File: src/rtl/pulse_sequencer_pkg.sv
// -----------------------------------------------------------------------------
// pulse_sequencer_pkg
// Shared definitions for the pulse sequencer: the FSM state encoding and the
// default counter width used by the top level and its timer.
// -----------------------------------------------------------------------------
package pulse_sequencer_pkg;

  // Default width of the period / pulse-width counters.
  localparam int CNT_W_DEFAULT = 24;

  typedef enum logic [1:0] {
    ST_IDLE  = 2'd0,
    ST_HIGH  = 2'd1,
    ST_LOW   = 2'd2,
    ST_FAULT = 2'd3
  } state_e;

endpackage : pulse_sequencer_pkg

File: src/rtl/pulse_seq_timer.sv
// -----------------------------------------------------------------------------
// pulse_seq_timer
// Loadable down-counter. A load takes priority; otherwise the count decrements
// and holds at zero (it never wraps). tc flags the last cycle of a loaded
// interval, so loading N gives tc exactly N cycles later.
//
// Ports
//   clk       in  1  rising-edge clock
//   rstn      in  1  asynchronous active-low reset
//   load      in  1  load load_val this cycle
//   load_val  in  W  interval length in clk cycles
//   tc        out 1  terminal count (count == 1)
// -----------------------------------------------------------------------------
module pulse_seq_timer #(
  parameter int W = 24
) (
  input  logic         clk,
  input  logic         rstn,
  input  logic         load,
  input  logic [W-1:0] load_val,
  output logic         tc
);

  logic [W-1:0] cnt_q, cnt_d;

  always_comb begin
    // NOTE: every always_comb output gets a default first so no path can
    // leave it unassigned and infer a latch.
    cnt_d = cnt_q;
    if (load) begin
      cnt_d = load_val;
    end else if (cnt_q != '0) begin
      cnt_d = cnt_q - W'(1);
    end
  end

  // NOTE: sequential state uses non-blocking assignments so every flop
  // samples its pre-edge inputs regardless of process ordering.
  always_ff @(posedge clk or negedge rstn) begin
    if (!rstn) cnt_q <= '0;
    else       cnt_q <= cnt_d;
  end

  assign tc = (cnt_q == W'(1));

endmodule : pulse_seq_timer

File: src/rtl/pulse_sequencer.sv
// -----------------------------------------------------------------------------
// pulse_sequencer
// Periodic pulse generator with config shadowing, width clamping, latched
// fault handling and an optional burst mode.
//
// Build option: define PULSE_SEQ_BURST_EN to enable burst mode
// (cfg_burst_count pulses, then burst_done and lock until enable goes low).
// Without it cfg_burst_count is ignored, operation is always continuous and
// burst_done is tied low.
//
// Ports
//   clk              in  1      rising-edge clock
//   rstn             in  1      asynchronous active-low reset
//   cfg_period       in  CNT_W  period in clk cycles
//   cfg_pulse_width  in  CNT_W  high time in clk cycles
//   cfg_enable       in  1      run request (level)
//   cfg_burst_count  in  16     pulses per burst, 0 = continuous
//   fault_in         in  1      fault monitor (level)
//   fault_clr        in  1      clears a latched fault (strobe)
//   pulse_out        out 1      registered drive pulse
//   pulse_start      out 1      strobe on each pulse rising edge
//   busy             out 1      high in HIGH or LOW
//   fault_latched    out 1      high in FAULT
//   burst_done       out 1      strobe at end of a burst
// -----------------------------------------------------------------------------
module pulse_sequencer
  import pulse_sequencer_pkg::*;
#(
  parameter int CNT_W = CNT_W_DEFAULT
) (
  input  logic             clk,
  input  logic             rstn,
  input  logic [CNT_W-1:0] cfg_period,
  input  logic [CNT_W-1:0] cfg_pulse_width,
  input  logic             cfg_enable,
  input  logic [15:0]      cfg_burst_count,
  input  logic             fault_in,
  input  logic             fault_clr,
  output logic             pulse_out,
  output logic             pulse_start,
  output logic             busy,
  output logic             fault_latched,
  output logic             burst_done
);

  state_e           state_q, state_d;
  logic             pulse_out_q, pulse_out_d;
  logic             pulse_start_q, pulse_start_d;
  logic             burst_done_q, burst_done_d;
  logic             abort_q, abort_d;
  logic [CNT_W-1:0] period_q, period_d;
  logic [CNT_W-1:0] width_q, width_d;

  logic [CNT_W-1:0] eff_width;
  logic             cfg_ok;
  logic             start_ok;
  logic             tmr_load;
  logic [CNT_W-1:0] tmr_val;
  logic             tmr_tc;
  logic             burst_end;
  logic             locked;

  // Width as it will be shadowed: clamped to period-1. A period of 0 or 1
  // yields width 0, which is the "no pulse" condition.
  always_comb begin
    if (cfg_period == '0) begin
      eff_width = '0;
    end else if (cfg_pulse_width >= cfg_period) begin
      eff_width = cfg_period - CNT_W'(1);
    end else begin
      eff_width = cfg_pulse_width;
    end
  end

  assign cfg_ok   = (eff_width != '0);
  assign start_ok = cfg_enable && !fault_in && cfg_ok && !locked;

  pulse_seq_timer #(.W(CNT_W)) u_timer (
    .clk      (clk),
    .rstn     (rstn),
    .load     (tmr_load),
    .load_val (tmr_val),
    .tc       (tmr_tc)
  );

  always_comb begin
    state_d       = state_q;
    pulse_out_d   = 1'b0;
    pulse_start_d = 1'b0;
    burst_done_d  = 1'b0;
    abort_d       = abort_q;
    period_d      = period_q;
    width_d       = width_q;
    tmr_load      = 1'b0;
    tmr_val       = eff_width;

    unique case (state_q)
      ST_IDLE: begin
        if (start_ok) begin
          state_d       = ST_HIGH;
          pulse_out_d   = 1'b1;
          pulse_start_d = 1'b1;
          period_d      = cfg_period;
          width_d       = eff_width;
          tmr_load      = 1'b1;
        end
      end

      ST_HIGH: begin
        pulse_out_d = 1'b1;
        // A stop request seen at any point of the high phase is remembered
        // so the pulse still completes at full width before going idle.
        if (!cfg_enable) abort_d = 1'b1;
        if (tmr_tc) begin
          pulse_out_d = 1'b0;
          abort_d     = 1'b0;
          if (abort_q || !cfg_enable) begin
            state_d = ST_IDLE;
          end else begin
            state_d  = ST_LOW;
            tmr_load = 1'b1;
            tmr_val  = period_q - width_q;
          end
        end
      end

      ST_LOW: begin
        if (!cfg_enable) begin
          state_d = ST_IDLE;
        end else if (tmr_tc) begin
          if (burst_end) begin
            state_d      = ST_IDLE;
            burst_done_d = 1'b1;
          end else if (cfg_ok) begin
            // Period boundary: the only point besides start where new
            // configuration is taken into the shadows.
            state_d       = ST_HIGH;
            pulse_out_d   = 1'b1;
            pulse_start_d = 1'b1;
            period_d      = cfg_period;
            width_d       = eff_width;
            tmr_load      = 1'b1;
          end else begin
            state_d = ST_IDLE;
          end
        end
      end

      ST_FAULT: begin
        if (fault_clr && !fault_in) state_d = ST_IDLE;
      end
    endcase

    // Fault overrides everything, including a pending burst completion.
    if (fault_in) begin
      state_d       = ST_FAULT;
      pulse_out_d   = 1'b0;
      pulse_start_d = 1'b0;
      burst_done_d  = 1'b0;
      abort_d       = 1'b0;
      tmr_load      = 1'b0;
    end
  end

  always_ff @(posedge clk or negedge rstn) begin
    // NOTE: the config shadows are reset like every other flop here so the
    // block leaves reset in a fully defined state.
    if (!rstn) begin
      state_q       <= ST_IDLE;
      pulse_out_q   <= 1'b0;
      pulse_start_q <= 1'b0;
      burst_done_q  <= 1'b0;
      abort_q       <= 1'b0;
      period_q      <= '0;
      width_q       <= '0;
    end else begin
      state_q       <= state_d;
      pulse_out_q   <= pulse_out_d;
      pulse_start_q <= pulse_start_d;
      burst_done_q  <= burst_done_d;
      abort_q       <= abort_d;
      period_q      <= period_d;
      width_q       <= width_d;
    end
  end

`ifdef PULSE_SEQ_BURST_EN
  logic [15:0] pulse_cnt_q, pulse_cnt_d;
  logic        lock_q, lock_d;

  // The burst ends once the pulse that completed its period was the Nth.
  assign burst_end = (cfg_burst_count != 16'd0) && (pulse_cnt_q >= cfg_burst_count);
  assign locked    = lock_q;

  always_comb begin
    pulse_cnt_d = pulse_cnt_q;
    lock_d      = lock_q;
    if (pulse_start_d) begin
      if (state_q == ST_IDLE) begin
        pulse_cnt_d = 16'd1;
      end else if (pulse_cnt_q != 16'hFFFF) begin
        pulse_cnt_d = pulse_cnt_q + 16'd1;
      end
    end
    if (burst_done_d) begin
      lock_d = 1'b1;
    end else if (!cfg_enable) begin
      lock_d = 1'b0;
    end
  end

  always_ff @(posedge clk or negedge rstn) begin
    if (!rstn) begin
      pulse_cnt_q <= '0;
      lock_q      <= 1'b0;
    end else begin
      pulse_cnt_q <= pulse_cnt_d;
      lock_q      <= lock_d;
    end
  end
`else
  logic unused_burst_count;

  assign unused_burst_count = ^cfg_burst_count;
  assign burst_end          = 1'b0;
  assign locked             = 1'b0;
`endif

  assign pulse_out     = pulse_out_q;
  assign pulse_start   = pulse_start_q;
  assign burst_done    = burst_done_q;
  assign busy          = (state_q == ST_HIGH) || (state_q == ST_LOW);
  assign fault_latched = (state_q == ST_FAULT);

endmodule : pulse_sequencer
File: config.mk
export PLATFORM = sky130hd
export DESIGN_NAME = pulse_sequencer
export DESIGN_NICKNAME = d
export VERILOG_FILES = /design/src/rtl/pulse_sequencer_pkg.sv /design/src/rtl/pulse_seq_timer.sv /design/src/rtl/pulse_sequencer.sv
export SDC_FILE = /design/constraint.sdc
export NUM_CORES = 1
export LEC_CHECK = 0
export ABC_AREA = 1
export CAP_MARGIN = 20
export CELL_PAD_IN_SITES_DETAIL_PLACEMENT = 0
export CELL_PAD_IN_SITES_GLOBAL_PLACEMENT = 1
export CORE_UTILIZATION = 45
export DETAILED_ROUTE_END_ITERATION = 7
export PLACE_DENSITY = 0.95
export SYNTH_ARGS = -nofsm -noshare
export SYNTH_HDL_FRONTEND = slang
export SYNTH_HIERARCHICAL = 1
export SYNTH_SLANG_ARGS = --single-unit
File: constraint.sdc
create_clock -name clk -period 4.6 [get_ports clk]
set_input_delay 0.69 -clock clk [delete_from_list [all_inputs] [get_ports clk]]
set_output_delay 0.69 -clock clk [all_outputs]
set_load 0.02 [all_outputs]
==> flow_summary_export.csv, run 1 <==
group,metric,value,unit
run_status,status,"completed",
clock_network,clk_latency,0.34,ns
logic_synthesis,synth_async_sr_flop_share,100,%
placement,place.port_buffers,56,
die,fp.dieW,131,um
route,dr_total_vias,7310,
route,first_iter_violations,621,
logic_synthesis,synth-simple-area-share,40.5,%
worst_setup_path,cp_max_fo,25,
global_route,grt_max_degree,78,
clock_network,cts_sinks,77,
logic_synthesis,syn_inst,1156,
cells_and_area,num_antenna_cells,0,
timing,setup-tns-final,0,ns
worst_setup_path,critPathLaunchType,"primary input",
cells_and_area,nFillCells,1625,
clock_network,postCtsSetupBuffers,0,
placement,place_ws,0.0288,ns
clock_network,hold_buffers,0,
cells_and_area,syn_to_final_growth,17.3,%
logic_synthesis,muxShareOfSynthArea,0,%
logic_synthesis,synth_top_family_by_area,"simple AND/OR/NAND/NOR gates",
route,viasPerCell,5.04,
clock_network,tritoncts,"yes",
clock_network,cts_resized,0,
route,dr.pass1.iters,5,
worst_setup_path,end_kind,"flop",
global_route,grt_pass1_wl,32600,um
cells_and_area,drive_gt1_share,10.6,%
timing,fin_crit_sh,91.7,%
logic_synthesis,ys_ff_latch,77,
timing,fin_crit,4.22,ns
route,wl,18800,um
logic_synthesis,synth_area_leaders,"dfrtp_1 26%, nand2_1 14%, ha_1 9.3%",
clock_network,clockRootBuffer,"clkbuf_16",
logic_synthesis,yosysMostFrequentCell,"nand2_1",
logic_synthesis,yosysWarnings,6,
timing,setup_viol,0,
placement,gp_congestion,0.879,
logic_synthesis,synth_top_cell_by_area,"dfrtp_1",
logic_synthesis,synth_area,0.00752,sq mm
logic_synthesis,synth_edf_count,0,
worst_setup_path,crit_path_max_incr_delay,0.53,ns
die,chipHeight,131,um
pwr,peakVddDrop,0.500,mV
pwr,pwr-share-clk,14.6,%
die,die-area,0.0172,sq mm
global_route,overflow,0,
worst_setup_path,crit_arrival,4.45,ns
clock_network,cts_max_level,3,
clock_network,clockBufferDepth,2,
min_path,hold_class,"primary input to asynchronous set/reset pin",
clock_network,numCtsBuffers,9,
timing,slew_viol_final,0,
logic_synthesis,netlist-cell-type-count,47,
die,rows,46,
global_route,grt_usage,22.7,%
timing,max_freq,237,MHz
clock_network,path_clk_slew,0.06,ns
timing,fin_skew,0.00822,ns
logic_synthesis,synthTopCellsByCount,"290 x nand2_1, 166 x inv_1, 138 x nor2_1",
die,core_area,0.0161,sq mm
pwr,p_sw_share,47.9,%
run,cap_violations,0,
timing,fin_ws,0.383,ns
route,wl_per_cell,13.0,um
logic_synthesis,synth_top_area_share,25.6,%
pwr,power.density,575,mW/mm^2
worst_setup_path,cpMostUsedCell,"nand2_1",
timing,slew-limit-headroom,37.0,%
worst_setup_path,required,4.83,ns
timing,rsz0062_at_grt,"no",
placement,hpwl,14500,um
die,pin_count,74,
logic_synthesis,syn_nets,1282,
logic_synthesis,synth_compound_area_share,7.82,%
route,drtAntennaViolNets,0,
timing,hold_viol,0,
logic_synthesis,yosysSeqAreaShare,25.6,%
logic_synthesis,synth.avg_cell_area,6.50,sq um
cells_and_area,fin_nets,1356,
worst_setup_path,slowest_stage,"clkdlybuf4s50_1",
timing,tightestPinTransition,0.944,ns
die,start_util,46.6,%
worst_setup_path,setup.worst_path.class,"primary input to flop",
pwr,p_int,2640,uW
pwr,p_switching,2430,uW
pwr,sequentialPowerShare,25.4,%
pwr,power.share.combinational,60.0,%
route,drc,0,
pwr,total_leakage_power,0.00463,uW
logic_synthesis,synthAdderAreaFrac,9.59,%
worst_setup_path,r2r_start,"u_timer/cnt_q[8]",
logic_synthesis,ys.flop_type,"dfrtp_1",
global_route,antenna_found_initial,0,
global_route,grt_pass1_vias,6887,
logic_synthesis,synth-xor-area-share,4.20,%
worst_setup_path,crit_start,"cfg_period[19]",
-- layer usage --
| layer | up-vias | global-route usage (%) | wire (um) |
|---|---|---|---|
| met5 | - | 0 | 0 |
| met4 | 0 | 7.25 | 431 |
| met3 | 26 | 1.93 | 509 |
| met2 | 157 | 37.7 | 8900 |
| met1 | 3279 | 30.9 | 9000 |
| li1 | 3848 | - | - |
-- worst max-delay path: cells and delay by family --
kind / cells / cell delay, ns
simple gates: 19 / 2.06
buf+inv: 7 / 1.14
fa+ha+maj: 1 / 0.31
compound gates: 2 / 0.22
-- kinds of logic after synthesis --
| kind of cell | count (synthesis) |
|---|---|
| xor+xnor | 36 |
| fa+ha+maj | 57 |
| compound gates | 107 |
| flops | 77 |
| buf+inv | 214 |
| other cells | 1 |
| simple gates | 664 |
-- cells in the final DEF, fill, tap and decap left out, types with 2 or more instances in the layout --
cell type,Yosys,layout
o21bai_1,6,6
a21oi_2,2,2
nor2_1,138,137
o21ai_0,27,27
clkdlybuf4s50_1,0,55
inv_2,5,5
clkinvlp_4,0,2
xor2_1,25,25
a21oi_1,59,59
nand2_1,290,290
or2_2,7,7
nand4_1,64,64
a31oi_1,2,2
clkbuf_16,0,9
dfrtp_1,77,77
nor2_4,4,4
buf_4,3,47
nand3_1,91,91
buf_12,2,3
nor2_2,11,12
inv_1,166,166
o21a_1,2,2
nor3_1,4,4
nand3_2,2,2
nand2_2,27,27
and3_1,2,2
inv_6,0,2
a21o_1,2,2
o22ai_1,2,2
xnor2_1,11,11
nand3b_1,14,14
ha_1,56,56
nand2_4,3,3
-- layout make-up --
cell class                      count  area (sq um)  area share [%]
Clock buffer                        9           225            2.56
Clock inverter                      7          82.6           0.937
Inverter                          171           642            7.28
Multi-Input combinational cell    865          4680            53.1
Sequential cell                    77          1930            21.9
Tap cell                          216           270            3.07
Timing Repair Buffer              106           991            11.2
-- flip-flops by register name (all words and copies together) (netlist names) --
signal,cells
width_q,24
state_q,2
pulse_out,1
pulse_start,1
period_q,24
u_timer/cnt_q,24
abort_q,1
-- power by group through the flow --
stage | sequential, uW | combinational, uW | clock, uW
after floorplan | 1220 | 2480 | 0
after global placement | 1280 | 2960 | 0
after detailed placement | 1290 | 3030 | 0
after CTS | 1280 | 3050 | 748
after global routing | 1330 | 3490 | 781
final | 1280 | 3040 | 739
-- path summary, 6_finish.rpt --
| check | endpoint | slack [ns] | depth (start not counted) |
|---|---|---|---|
| worst min-delay path | u_timer/cnt_q[15] | 0.16 | 1 |
| max in group asynchronous | width_q[6] | 3.88 | 2 |
| worst max register to register | u_timer/cnt_q[14] | 1.21 | 22 |
| min in group clk | width_q[13] | 0.47 | 2 |
| worst max-delay path | u_timer/cnt_q[10] | 0.38 | 29 |
| worst min register to register | width_q[13] | 0.47 | 2 |
-- through the flow --
stage                     power (uW)  util, %  instances  hold slack (ns)  cell area (sq um)
after floorplan                 3700        -       1156            0.394               7520
after global placement          4230     52.6       1434            0.453               8480
after detailed placement        4310     52.6       1434            0.458               8480
after CTS                       5080     54.5       1450            0.473               8790
after global routing            5600     54.7       1451            0.165               8810
final                           5060     54.7       1451            0.162               8810
(Power assumes the default switching activity.)
==> run 2: changes to the inputs <==
CORE_MARGIN = 2   (was not set)
REMOVE_ABC_BUFFERS = 1   (was not set)
==> run 2 against run 1 <==
Utilization down 1.2 points. Largest cell class unchanged. Clock power down 6.0%. Critical path depth down 1. Die area up 3.1%. Largest power group unchanged.
==> flow_summary_export.csv, run 2 (synthesis results as in run 1) <==
group,metric,value,unit
clock_network,cts_max_level,3,
cells_and_area,syn_to_final_growth,17.2,%
route,wl_per_cell,12.9,um
timing,rsz0062_at_grt,"no",
cells_and_area,fin_nets,1358,
clock_network,clk_latency,0.34,ns
min_path,min_path_cells,2,
route,wl,18800,um
run_status,status,"completed",
cells_and_area,fin_cells,1457,
worst_setup_path,setup.worst_path.class,"primary input to flop",
route,dr.pass1.iters,5,
timing,fin_crit,4.11,ns
placement,hpwl,14800,um
clock_network,clockBufferDepth,2,
route,viasPerCell,4.99,
placement,post-place-cells,1441,
global_route,grt_max_degree,78,
clock_network,postCtsSetupBuffers,0,
pwr,power.density,573,mW/mm^2
worst_setup_path,end_kind,"flop",
timing,hold_viol,0,
clock_network,cts_resized,0,
die,core_area,0.0165,sq mm
min_path,hold_class,"flop to flop",
timing,setup-tns-final,0,ns
cells_and_area,num_antenna_cells,0,
die,pin_count,74,
clock_network,numCtsBuffers,9,
clock_network,clockRootBuffer,"clkbuf_16",
placement,place.port_buffers,56,
timing,slew_viol_final,0,
die,start_util,45.6,%
route,drc,0,
clock_network,cts_sinks,77,
global_route,grt_pass1_vias,6916,
cells_and_area,nFillCells,1700,
clock_network,tritoncts,"yes",
pwr,sequentialPowerShare,25.3,%
route,drtAntennaViolNets,0,
timing,setup_viol,0,
global_route,antenna_found_initial,0,
route,dr_total_vias,7265,
pwr,pwr-share-clk,13.8,%
timing,fin_crit_sh,89.3,%
die,fp.dieW,133,um
placement,dpl_cell_area,0.00852,sq mm
pwr,p_int,2620,uW
clock_network,hold_buffers,0,
min_path,hold_end,"width_q[13]",
worst_setup_path,crit_arrival,4.38,ns
clock_network,path_clk_slew,0.06,ns
cells_and_area,final_cell_area,0.00881,sq mm
die,rows,47,
min_path,hp-start,"width_q[13]",
global_route,overflow,0,
pwr,power.share.combinational,60.9,%
worst_setup_path,r2r_start,"u_timer/cnt_q[17]",
pwr,peakVddDrop,0.313,mV
pwr,p_switching,2420,uW
timing,fin_skew,0.0130,ns
route,first_iter_violations,511,
timing,max_freq,243,MHz
global_route,grt_usage,22.1,%
worst_setup_path,critPathLaunchType,"primary input",
timing,tightestPinTransition,0.982,ns
cells_and_area,reg_top3,"period_q: 24 flops, u_timer/cnt_q: 24 flops, width_q: 24 flops",
cells_and_area,final_common_cell,"nand2_1",
pwr,total_leakage_power,0.00463,uW
worst_setup_path,cp_max_fo,12,
worst_setup_path,reg2reg_slack,1.25,ns
timing,slew-limit-headroom,34.5,%
cells_and_area,drive_gt1_share,10.8,%
global_route,grt_pass1_wl,32300,um
worst_setup_path,r2r_end,"u_timer/cnt_q[12]",
die,chipHeight,133,um
cells_and_area,final_cell_mix,"290 x nand2_1, 166 x inv_1, 137 x nor2_1",
worst_setup_path,required,4.87,ns
die,die-area,0.0178,sq mm
pwr,p_sw_share,48.0,%
worst_setup_path,r2r_cells,22,
run,cap_violations,0,
placement,gp_congestion,0.893,
==> run 2: changes by cell type in the layout (fill, tap and decap cells not counted), sizes merged <==
cell	delta
buf	+2
clkbuf	+1
bufinv	-1
==> run 2: layout make-up <==
| class | count | area [sq um] | share of cell area (%) |
|---|---|---|---|
| Clock buffer | 10 | 239 | 2.71 |
| Clock inverter | 6 | 52.6 | 0.597 |
| Inverter | 171 | 642 | 7.29 |
| Multi-Input combinational cell | 865 | 4680 | 53.1 |
| Sequential cell | 77 | 1930 | 21.9 |
| Tap cell | 220 | 275 | 3.12 |
| Timing Repair Buffer | 108 | 998 | 11.3 |
==> run 2: worst max-delay path, stage by stage <==
cell and delay (ns):
clkdlybuf4s50_1 0.54, inv_1 0.08, ha_1 0.31, nand2_1 0.08, inv_2 0.04, nand2_1 0.06
nor2_2 0.04, nand2_1 0.06, nand3_1 0.11, nor2_2 0.19, nand2_4 0.14, or2_2 0.30
nand3_1 0.11, nand3_1 0.15, nor2_1 0.16, nand2_2 0.11, nand3_1 0.11, nand3_1 0.08
nand2_1 0.07, inv_1 0.05, inv_1 0.07, nand2_1 0.05, nor2_1 0.19, nand2_4 0.08
nor2_4 0.14, buf_4 0.19, nor2_1 0.06, a21oi_2 0.11
==> run 2: worst max path at each step <==
| stage | start | end | slack [ns] | cells past startpoint |
|---|---|---|---|---|
| floorplan | cfg_period[19] | u_timer/cnt_q[10] | -0.25 | 27 |
| global placement | cfg_period[22] | u_timer/cnt_q[10] | 0.20 | 27 |
| detailed placement | cfg_period[22] | u_timer/cnt_q[1] | 0.15 | 26 |
| CTS | cfg_period[22] | u_timer/cnt_q[1] | 0.50 | 26 |
| global route | cfg_period[19] | u_timer/cnt_q[1] | 0.14 | 31 |
| finish | cfg_period[19] | u_timer/cnt_q[1] | 0.49 | 28 |
==> run 2: through the flow <==
stage	hold slack [ns]	util (%)	power (uW)	setup slack, ns
final	0.467	53.5	5050	0.490
after global routing	0.480	53.5	5600	0.141
after CTS	0.473	53.5	5060	0.496
after detailed placement	0.458	51.7	4350	0.153
after global placement	0.453	51.7	4270	0.199
after floorplan	0.394	-	3540	-0.247
==> run 2: power by group through the flow <==
stage	sequential [uW]	clock [uW]	combinational, uW
2_1_floorplan	1220	0	2320
3_3_place_gp	1270	0	3000
3_5_place_dp	1280	0	3060
4_1_cts	1280	707	3080
5_1_grt	1320	740	3530
6_report	1280	695	3070
==> run 2: metal layers <==
layer	share of wire (%)	GRT usage [%]	wire, um	up-vias
met5	0	0	0	-
met2	47	37.5	8780	145
met3	3.7	4.07	701	19
li1	-	-	-	3856
met1	47	28.8	8880	3245
met4	2.1	6.86	403	0
